==> config.mk <==
export PLATFORM = sky130hd
export DESIGN_NAME = dtag_ctrl
export DESIGN_NICKNAME = d
export VERILOG_FILES = /design/src/rtl/dtag_ctrl_pkg.sv /design/src/rtl/dtag_repl.sv /design/src/rtl/dtag_ctrl.sv
export SDC_FILE = /design/constraint.sdc
export NUM_CORES = 1
export LEC_CHECK = 0
export ABC_AREA = 1
export ABC_CLOCK_PERIOD_IN_PS = 2200
export CAP_MARGIN = 25
export CORE_ASPECT_RATIO = 0.6
export CORE_MARGIN = 3
export CORE_UTILIZATION = 53
export DETAILED_ROUTE_END_ITERATION = 6
export PLACE_DENSITY = 0.8
export SLEW_MARGIN = 20
export SYNTH_ARGS = -nofsm -noshare
export SYNTH_HDL_FRONTEND = slang
export SYNTH_SLANG_ARGS = --single-unit
==> constraint.sdc <==
create_clock -name clk -period 2.2 [get_ports clk]
set_input_delay 0.44 -clock clk [delete_from_list [all_inputs] [get_ports clk]]
set_output_delay 0.44 -clock clk [all_outputs]
set_load 0.1 [all_outputs]
==> src/rtl/dtag_ctrl_pkg.sv <==
// Shared definitions for the D-cache tag controller: widths, FSM states,
// security domains and the victim-selection helper.
package dtag_ctrl_pkg;

  localparam int D_TAG_WIDTH   = 16;
  localparam int D_INDEX_WIDTH = 4;

  // Ways 0,1 belong to the L domain, ways 2,3 to the H domain.
  localparam logic DOM_L = 1'b0;
  localparam logic DOM_H = 1'b1;

  typedef enum logic [2:0] {
    DTC_IDLE,
    DTC_LOOKUP,
    DTC_REFILL_REQ,
    DTC_REFILL_WAIT,
    DTC_TAG_WRITE,
    DTC_RESP
  } dtc_state_e;

  // Victim inside the requester's way pair: first invalid way (lower first),
  // otherwise the way named by the replacement bit.
  function automatic logic [1:0] pick_victim(input logic dom, input logic [1:0] v,
                                             input logic rbit);
    if (!v[0])      return {dom, 1'b0};
    else if (!v[1]) return {dom, 1'b1};
    else            return {dom, rbit};
  endfunction

endpackage

==> src/rtl/dtag_repl.sv <==
// Valid-bit array and per-set, per-domain replacement bits.
// Build option: DTAG_LRU_EN selects 1-bit LRU (updated on hits and fills);
// otherwise 1-bit round-robin that toggles on each allocation only.
module dtag_repl
  import dtag_ctrl_pkg::*;
#(
  parameter int AW = D_INDEX_WIDTH
) (
  input  logic          clk,
  input  logic          rst,
  input  logic [AW-1:0] set,
  input  logic          dom,
  input  logic          hit,
  input  logic [1:0]    hit_way,
  input  logic          alloc,
  input  logic [1:0]    alloc_way,
  output logic [3:0]    valid,
  output logic [1:0]    victim
);

  localparam int NUM = 1 << AW;

  logic [3:0] valid_q [NUM];
  logic [1:0] repl_q  [NUM];   // bit [d] = replacement pointer of domain d
  logic [1:0] dom_valid;

`ifndef DTAG_LRU_EN
  logic unused_hit;
  assign unused_hit = ^{hit, hit_way};
`endif

  // Valid bits and replacement state: set on allocation, cleared by reset.
  always_ff @(posedge clk) begin
    if (rst) begin
      // NOTE: this is a small flop array, not a RAM; every entry must be cleared
      // on reset because stale valid bits would produce false hits.
      for (int s = 0; s < NUM; s++) begin
        valid_q[s] <= '0;
        repl_q[s]  <= '0;
      end
    end else begin
      if (alloc) begin
        valid_q[set][alloc_way] <= 1'b1;
      end
`ifdef DTAG_LRU_EN
      if (alloc) begin
        repl_q[set][alloc_way[1]] <= ~alloc_way[0];
      end else if (hit) begin
        repl_q[set][hit_way[1]] <= ~hit_way[0];
      end
`else
      if (alloc) begin
        repl_q[set][alloc_way[1]] <= ~repl_q[set][alloc_way[1]];
      end
`endif
    end
  end

  assign valid     = valid_q[set];
  assign dom_valid = dom ? valid_q[set][3:2] : valid_q[set][1:0];
  assign victim    = pick_victim(dom, dom_valid, repl_q[set][dom]);

endmodule

==> src/rtl/dtag_ctrl.sv <==
// Lookup/allocate controller for the 4-way D-cache tag RAM. Compares tags
// against combinational RAM read data, requests a refill on a miss and writes
// the new tag into a victim way of the requester's domain.
// Build option: DTAG_LRU_EN (LRU replacement instead of round-robin).
module dtag_ctrl
  import dtag_ctrl_pkg::*;
#(
  parameter int DW = D_TAG_WIDTH,
  parameter int AW = D_INDEX_WIDTH
) (
  input  logic          clk,
  input  logic          rst,
  input  logic          req_valid,
  output logic          req_ready,
  input  logic [DW-1:0] req_tag,
  input  logic [AW-1:0] req_index,
  input  logic          req_dom,
  output logic          resp_valid,
  output logic          resp_hit,
  output logic [1:0]    resp_way,
  output logic          refill_valid,
  input  logic          refill_ready,
  input  logic          refill_done,
  output logic [AW-1:0] tr_index,
  output logic [1:0]    tr_way,
  output logic [DW-1:0] tr_din,
  output logic          tr_we,
  output logic          tr_en,
  input  logic [DW-1:0] tr_dout0,
  input  logic [DW-1:0] tr_dout1,
  input  logic [DW-1:0] tr_dout2,
  input  logic [DW-1:0] tr_dout3
);

  dtc_state_e    state, state_nx;
  logic [DW-1:0] tag_q;
  logic [AW-1:0] idx_q;
  logic          dom_q;
  logic          hit_q;
  logic [1:0]    way_q;      // hit way, or victim way on a miss

  logic [DW-1:0] dout [4];
  logic [3:0]    valid_set;
  logic [1:0]    victim;
  logic [3:0]    hit_vec;
  logic          lookup_hit;
  logic [1:0]    lookup_way;

  assign dout[0] = tr_dout0;
  assign dout[1] = tr_dout1;
  assign dout[2] = tr_dout2;
  assign dout[3] = tr_dout3;

  dtag_repl #(.AW(AW)) u_repl (
    .clk       (clk),
    .rst       (rst),
    .set       (idx_q),
    .dom       (dom_q),
    .hit       ((state == DTC_LOOKUP) && lookup_hit),
    .hit_way   (lookup_way),
    .alloc     (state == DTC_TAG_WRITE),
    .alloc_way (way_q),
    .valid     (valid_set),
    .victim    (victim)
  );

  // Tag compare: L requesters see ways 0,1 only; H requesters see all four.
  always_comb begin
    hit_vec = '0;
    for (int w = 0; w < 4; w++) begin
      hit_vec[w] = valid_set[w] && (dout[w] == tag_q) && (dom_q == DOM_H || w < 2);
    end
  end

  assign lookup_hit = |hit_vec;
  assign lookup_way = hit_vec[0] ? 2'd0 : hit_vec[1] ? 2'd1 : hit_vec[2] ? 2'd2 : 2'd3;

  // State register and request/lookup holding registers.
  always_ff @(posedge clk) begin
    if (rst) begin
      state <= DTC_IDLE;
      tag_q <= '0;
      idx_q <= '0;
      dom_q <= DOM_L;
      hit_q <= 1'b0;
      way_q <= '0;
    end else begin
      // NOTE: non-blocking assignments so every register samples pre-edge values.
      state <= state_nx;
      if (state == DTC_IDLE && req_valid) begin
        tag_q <= req_tag;
        idx_q <= req_index;
        dom_q <= req_dom;
      end
      if (state == DTC_LOOKUP) begin
        hit_q <= lookup_hit;
        way_q <= lookup_hit ? lookup_way : victim;
      end
    end
  end

  // Next-state logic.
  always_comb begin
    // NOTE: default first so no path leaves state_nx unassigned (no latch).
    state_nx = state;
    case (state)
      DTC_IDLE:        if (req_valid)    state_nx = DTC_LOOKUP;
      DTC_LOOKUP:      state_nx = lookup_hit ? DTC_RESP : DTC_REFILL_REQ;
      DTC_REFILL_REQ:  if (refill_ready) state_nx = DTC_REFILL_WAIT;
      DTC_REFILL_WAIT: if (refill_done)  state_nx = DTC_TAG_WRITE;
      DTC_TAG_WRITE:   state_nx = DTC_RESP;
      DTC_RESP:        state_nx = DTC_IDLE;
      default:         state_nx = DTC_IDLE;
    endcase
  end

  // Outputs decoded from state; tag RAM strobes only in LOOKUP/TAG_WRITE.
  always_comb begin
    req_ready    = (state == DTC_IDLE);
    resp_valid   = (state == DTC_RESP);
    resp_hit     = (state == DTC_RESP) && hit_q;
    resp_way     = (state == DTC_RESP) ? way_q : 2'd0;
    refill_valid = (state == DTC_REFILL_REQ);
    tr_en        = (state == DTC_LOOKUP) || (state == DTC_TAG_WRITE);
    tr_we        = (state == DTC_TAG_WRITE);
    tr_index     = tr_en ? idx_q : '0;
    tr_way       = tr_we ? way_q : 2'd0;
    tr_din       = tr_we ? tag_q : '0;
  end

endmodule

==> flow_metrics.tcl, run 1 <==
set metrics [dict create \
    status "completed" \
    cts_max_level 4 \
    numCtsBuffers 17 \
    synthesis.area_um2 6840 \
    seqPwrFrac 0.353 \
    synth_top_area_cell "dfxtp_1" \
    synth_cells 964 \
    p_total_mw 7.68 \
    crit_required_ns 2.37 \
    hp-class "in2reg" \
    ir_drop_mv 0.610 \
    hold_ws_ns 0.326 \
    yosys_warnings 0 \
    drcViolationCount 0 \
    setup_viol 0 \
    root_buffer "clkbuf_16" \
    clock_sinks 127 \
    drt_wl_total_mm 20.8 \
    tightest_slew_ns 0.523 \
    layout_common_cells "235 x nand2_1, 117 x nor2_1, 113 x inv_1" \
    hold_viol 0 \
    start_util 0.555 \
    drtPass1Iterations 5 \
    wl_met1_mm 9.50 \
    met3_length_mm 2.04 \
    cts_tree "built" \
    ys_types 36 \
    synth-seq-area-share 0.418 \
    drt_iter0_drc 577 \
    startpoint_type "flop" \
    path_max_fanout 32 \
    wl_met2_mm 8.90 \
    clock_latency_ns 0.42 \
    netlist_top_cells_area "dfxtp_1 28%, edfxtp_1 14%, nand2_1 13%" \
    async_reset_ff_frac 0 \
    p_leak_nw 3.64 \
    post-place-cells 1213 \
    syn2layout_area_growth_pct 35.5 \
    place_area_um2 8630 \
    rows 31 \
    vias 6774 \
    p_comb_frac 0.285 \
    top_layer_used "met4" \
    endpoint_kind "flop" \
    drive_above_1_share 0.128 \
    setup_ws_ns 0.0375 \
    intPower_mw 4.97 \
    yosys.area.top_type_share 0.278 \
    antenna_cells 0 \
    overflow 0 \
    crit_chain "inv_2 > buf_4 > o21ai_0 > o211ai_1 > nand3_1 > nand2_1 > nor2_2 > a31oi_4 > buf_12 > nor2_1" \
    clkTransAtPathRegs_ns 0.06 \
    synth_edf_count 32 \
    hpwlAfterDp_mm 15.3 \
    crit_type "reg2reg" \
    slew_viol_final 0 \
    antenna_found_initial 0 \
    min_from "rst" \
    grt_pass1_vias 6419 \
    finalClockSkew_ns 0.00909 \
    stdcell_count 1249 \
    track_usage 0.293 \
    critical-path-max-stage-delay_ns 0.32 \
    die_h_um 94.0 \
    grt_max_degree 44 \
    routabilityCongestion 0.896 \
    p_sw_mw 2.70 \
    final_design_area_no_fill_um2 9270 \
    drt-wirelength-per-cell_um 16.7 \
    power_density_nw_per_um2 828 \
    cts_buffer_depth 2 \
    clock_power_share 0.362 \
    core_area_um2 12300 \
    synth_seq_cells 127 \
    final_common_cell "nand2_1" \
    rsz0062_at_grt "true" \
    timing.fmax_mhz 462 \
    slew_headroom 0.651 \
    syn_nets 1054 \
    ant_nets 0 \
    viasPerCell 5.42 \
    synth_flop_cell "dfxtp_1" \
    nNetsFinal 1161 \
    cap_violations 0 \
    fin_crit_sh 0.983 \
    grt_pass1_wl_mm 33.4 \
    die-area_um2 14400 \
    final.setup.tns_ns 0 \
    period_needed_ns 2.16 \
    dp_slack_ns 0.0354 \
    swShare 0.352 \
    io_pins 120 \
    utilization 0.752 \
    syn_avg_cell_area_um2 7.10 \
    io_buffers 119 \
    slowest_stage "dfxtp_1" \
    dieWidth_um 153 \
    worstPathArrival_ns 2.33 \
]
per-layer routing:
layer,global-route usage,vias up
met1,0.430,3130
met4,0.0801,0
li1,-,3282
met3,0.0653,39
met5,0,-
met2,0.435,323
flip-flops by register name (all words and copies together) (netlist names), named ones only:
name            flops
hit_q               1
u_repl.valid_q     64
idx_q               4
u_repl.repl_q      32
tag_q              16
state               3
dom_q               1
way_q               2
cells in the mapped netlist (2+ instances only):
master and instances:
nand3_1 70, buf_2 14, nand2_2 3, nand4_1 5, nand2_1 235, edfxtp_1 32
buf_6 13, o21ai_0 45, clkbuf_2 5, xor2_1 14, o22ai_1 43, dfxtp_1 95
nor2_2 2, nor2_8 2, inv_2 5, xnor2_1 34, inv_1 115, a21oi_1 26
buf_4 4, o21ai_1 16, nor4_1 2, clkbuf_1 19, or2_2 2, nor2_4 2
nor2_1 143, o211ai_1 8
cell families (layout without fill, tap and decap cells):
logic type,count (synthesis),in the layout,synth area share
and+or+nand+nor,469,469,0.283
buffers and inverters,177,297,0.118
xor gates and xnor gates,48,48,0.0614
DFF,127,127,0.418
AOI/OAI and AO/OA,143,143,0.119
repair_timing:
item,4_1_cts,5_1_grt
gates resized for setup,3,6
hold buffers,0,0
buffers inserted,2,2
pin swaps,1,2
setup endpoints to repair,18,51
hold endpoints to repair,0,0
critical path: cells and delay by family, from the launching register on:
kind,cells,cell delay (ns)
buf+inv,3,0.73
compound gates,3,0.50
simple gates,4,0.35
flops,1,0.32
power by group through the flow:
stage               sequential, mW  combinational, mW  clock [mW]
finish                        2.71               2.19        2.78
global route                  2.73               2.35        2.89
CTS                           2.70               2.14        2.79
detailed placement            2.75               2.11           0
global placement              2.74               2.08           0
floorplan                     2.63               1.58           0
area by class of cell:
type                            count  area, um2
Timing Repair Buffer              144       1770
Clock buffer                       20        500
Inverter                          121        464
Tap cell                          165        206
Fill cell                         928       3060
Clock inverter                     12       90.1
Sequential cell                   127       2880
Multi-Input combinational cell    660       3370
worst paths after layout:
path,end,slack (ns),cells past startpoint
min,state[0],0.33,2
max,u_repl.repl_q[10][0],0.04,10
min reg2reg,u_repl.valid_q[6][2],0.46,2
max reg2reg,u_repl.repl_q[10][0],0.04,10
Note: power is estimated with default switching activity, not from simulation.
==> run 2: changes to the inputs <==
--- a/config.mk
+++ b/config.mk
@@ -7,7 +7,6 @@
 export LEC_CHECK = 0
 export ABC_AREA = 1
 export ABC_CLOCK_PERIOD_IN_PS = 2200
-export CAP_MARGIN = 25
 export CORE_ASPECT_RATIO = 0.6
 export CORE_MARGIN = 3
 export CORE_UTILIZATION = 53
==> results of run 2 <==
No change in the layout: final DEF, timing and power equal those of run 1.
==> run 3: changes to the inputs <==
--- a/config.mk
+++ b/config.mk
@@ -12,6 +12,7 @@
 export CORE_UTILIZATION = 53
 export DETAILED_ROUTE_END_ITERATION = 6
 export PLACE_DENSITY = 0.8
+export SETUP_SLACK_MARGIN = 0.4
 export SLEW_MARGIN = 20
 export SYNTH_ARGS = -nofsm -noshare
 export SYNTH_HDL_FRONTEND = slang
==> run 3 against run 2 <==
Net effect:
- the flow now finishes with violations (design-rule violations, negative setup slack)
- combinational power up 63%
- sequential power up 2%
- non-clock buffer count up 52
- critical path depth up 4
- die area unchanged
- clock power up 9.7%
- sequential share of layout area down 5.6 points
- routed wire length up 73%
- clock skew up 0.0024 ns
- largest power group is now combinational cells
- highest routed layer unchanged
==> flow_metrics.tcl, run 3 (synthesis results as in run 1) <==
set metrics [dict create \
    status "complete, but fails checks" \
    violations "design-rule violations, negative setup slack" \
    clock_latency_ns 0.45 \
    setup_ws_ns -0.326 \
    start_util 0.555 \
    final_common_cell "nand2_1" \
    rows 31 \
    p_sw_mw 3.77 \
    clock_sinks 127 \
    rsz0062_at_grt "true" \
    reg2reg_to "way_q[0]" \
    drcViolationCount 143 \
    power_density_nw_per_um2 827 \
    slew_viol_final 0 \
    reg2reg_depth 14 \
    track_usage 0.387 \
    multiInputGateArea_um2 4550 \
    drt_iter0_drc 1859 \
    nNetsFinal 1218 \
    vias 8935 \
    slew_headroom 0.491 \
    die-area_um2 14400 \
    p_leak_nw 4.61 \
    largest_reg_flops 64 \
    drive_above_1_share 0.349 \
    root_buffer "clkbuf_16" \
    endpoint_kind "flop" \
    setup_viol 49 \
    grt_pass1_vias 7576 \
    hp-class "in2reg" \
    routabilityCongestion 0.911 \
    min_from "rst" \
    io_buffers 119 \
    hpwlAfterDp_mm 15.2 \
    ff2ff_setup_slack_ns -0.33 \
    timing.fmax_mhz 396 \
    drt_wl_total_mm 36.0 \
    reg.largest.list "u_repl.valid_q (64), u_repl.repl_q (32), tag_q (16)" \
    ir_drop_mv 0.608 \
    core_area_um2 12300 \
    tightest_slew_ns 0.761 \
    hold_end "state[0]" \
    crit_type "reg2reg" \
    grt_max_degree 44 \
    hold_viol 0 \
    syn2layout_area_growth_pct 65.9 \
    cts_buffer_depth 2 \
    p_comb_frac 0.381 \
    clock_power_share 0.325 \
    finalClockSkew_ns 0.0115 \
    overflow 0 \
    holdBufCountCts 0 \
    io_pins 120 \
    final.setup.tns_ns -6.15 \
    period_needed_ns 2.53 \
    crit_required_ns 2.57 \
    cts_tree "built" \
    worstPathArrival_ns 2.90 \
    cts_max_level 4 \
    die_h_um 94.0 \
    p_total_mw 9.38 \
    dieWidth_um 153 \
    top_register "u_repl.valid_q" \
    seqPwrFrac 0.294 \
    viasPerCell 6.84 \
    startpoint_type "flop" \
    numCtsBuffers 17 \
    cap_violations 0 \
    intPower_mw 5.61 \
    swShare 0.402 \
    fillers 420 \
    regArea_um2 2880 \
    clkTransAtPathRegs_ns 0.06 \
    ant_nets 0 \
    antenna_found_initial 0 \
    layout_common_cells "159 x nand2_1, 110 x inv_1, 88 x dfxtp_1, 88 x clkdlybuf4s50_1, 73 x nor2_1" \
    fin_crit_sh 1.15 \
    grt_pass1_wl_mm 42.4 \
    min_delay_path_depth 2 \
    drtPass1Iterations 7 \
    antenna_cells 0 \
    path_max_fanout 13 \
    drt-wirelength-per-cell_um 27.5 \
]
==> run 3: cell count changes in the layout (fill, tap and decap cells not counted), sizes merged <==
cell / previous run / this run
clkinv: 7 / 4
clkinvlp: 1 / 4
buf: 56 / 107
nand2: 238 / 241
inv: 125 / 126
bufinv: 0 / 2
==> run 3: metrics by stage <==
step	instance area [um2]	hold WS (ns)	utilization	setup slack, ns	instances
5_1_grt	11400	0.325	0.920	-0.317	1306
4_1_cts	10600	0.322	0.856	0.0425	1292
6_report	11400	0.334	0.920	-0.326	1306
2_1_floorplan	7230	0.429	-	-0.199	964
3_3_place_gp	8720	0.440	0.707	0.0791	1212
3_5_place_dp	8720	0.451	0.707	0.0121	1212
==> run 3: critical path: stages, from the launching register on <==
cell and delay (ns):
dfxtp_4 0.48, buf_6 0.18, buf_12 0.15, nand2_1 0.09, nand3_1 0.14, nand3_2 0.12, nand3_2 0.18, nand2_2 0.20
nand2_2 0.20, nand3_1 0.11, nor2_2 0.20, nand3_1 0.11, nand3_1 0.12, nand2_1 0.09, inv_1 0.08
==> run 3: layout make-up <==
| class | instances | area share |
|---|---|---|
| flip-flops and latches | 127 | 0.254 |
| well taps | 165 | 0.0182 |
| repair buffers | 196 | 0.227 |
| inverters | 121 | 0.0436 |
| multi-input cells | 663 | 0.401 |
| repair inverters | 2 | 0.00220 |
| clock inverters | 13 | 0.0130 |
| clock buffers | 19 | 0.0409 |
==> run 3: worst max path at each step <==
stage | startpoint | to | slack, ns | cells after the start
6_report | flop | way_q[0] | -0.33 | 14
5_1_grt | flop | way_q[0] | -0.32 | 13
4_1_cts | state[1] | tr_index[1] | 0.04 | 8
3_5_place_dp | tr_dout2[2] | way_q[0] | 0.01 | 14
3_3_place_gp | tr_dout1[5] | state[2] | 0.08 | 12
2_1_floorplan | state[0] | tr_din[10] | -0.20 | 6
==> run 3: what timing repair did <==
item                       in CTS  in global routing
setup endpoints to repair     146                152
setup buffers                  36                 11
resized for setup             158                142
pin swaps                      61                 31
cloned                         12                  3
==> run 3: routing by layer <==
metal	routed length (um)	track usage	up-vias	part of all wire
li1	-	-	3423	-
met1	11900	0.491	4130	0.33
met2	15000	0.603	1005	0.42
met3	5760	0.125	377	0.16
met4	3250	0.185	0	0.090
met5	0	0	-	0
==> run 3: power by group through the flow <==
stage	clock, mW	sequential [mW]	combinational, mW
2_1_floorplan	0	2.63	1.62
3_3_place_gp	0	2.74	2.13
3_5_place_dp	0	2.74	2.16
4_1_cts	2.93	2.71	2.82
5_1_grt	3.09	2.76	3.62
6_report	3.05	2.76	3.57
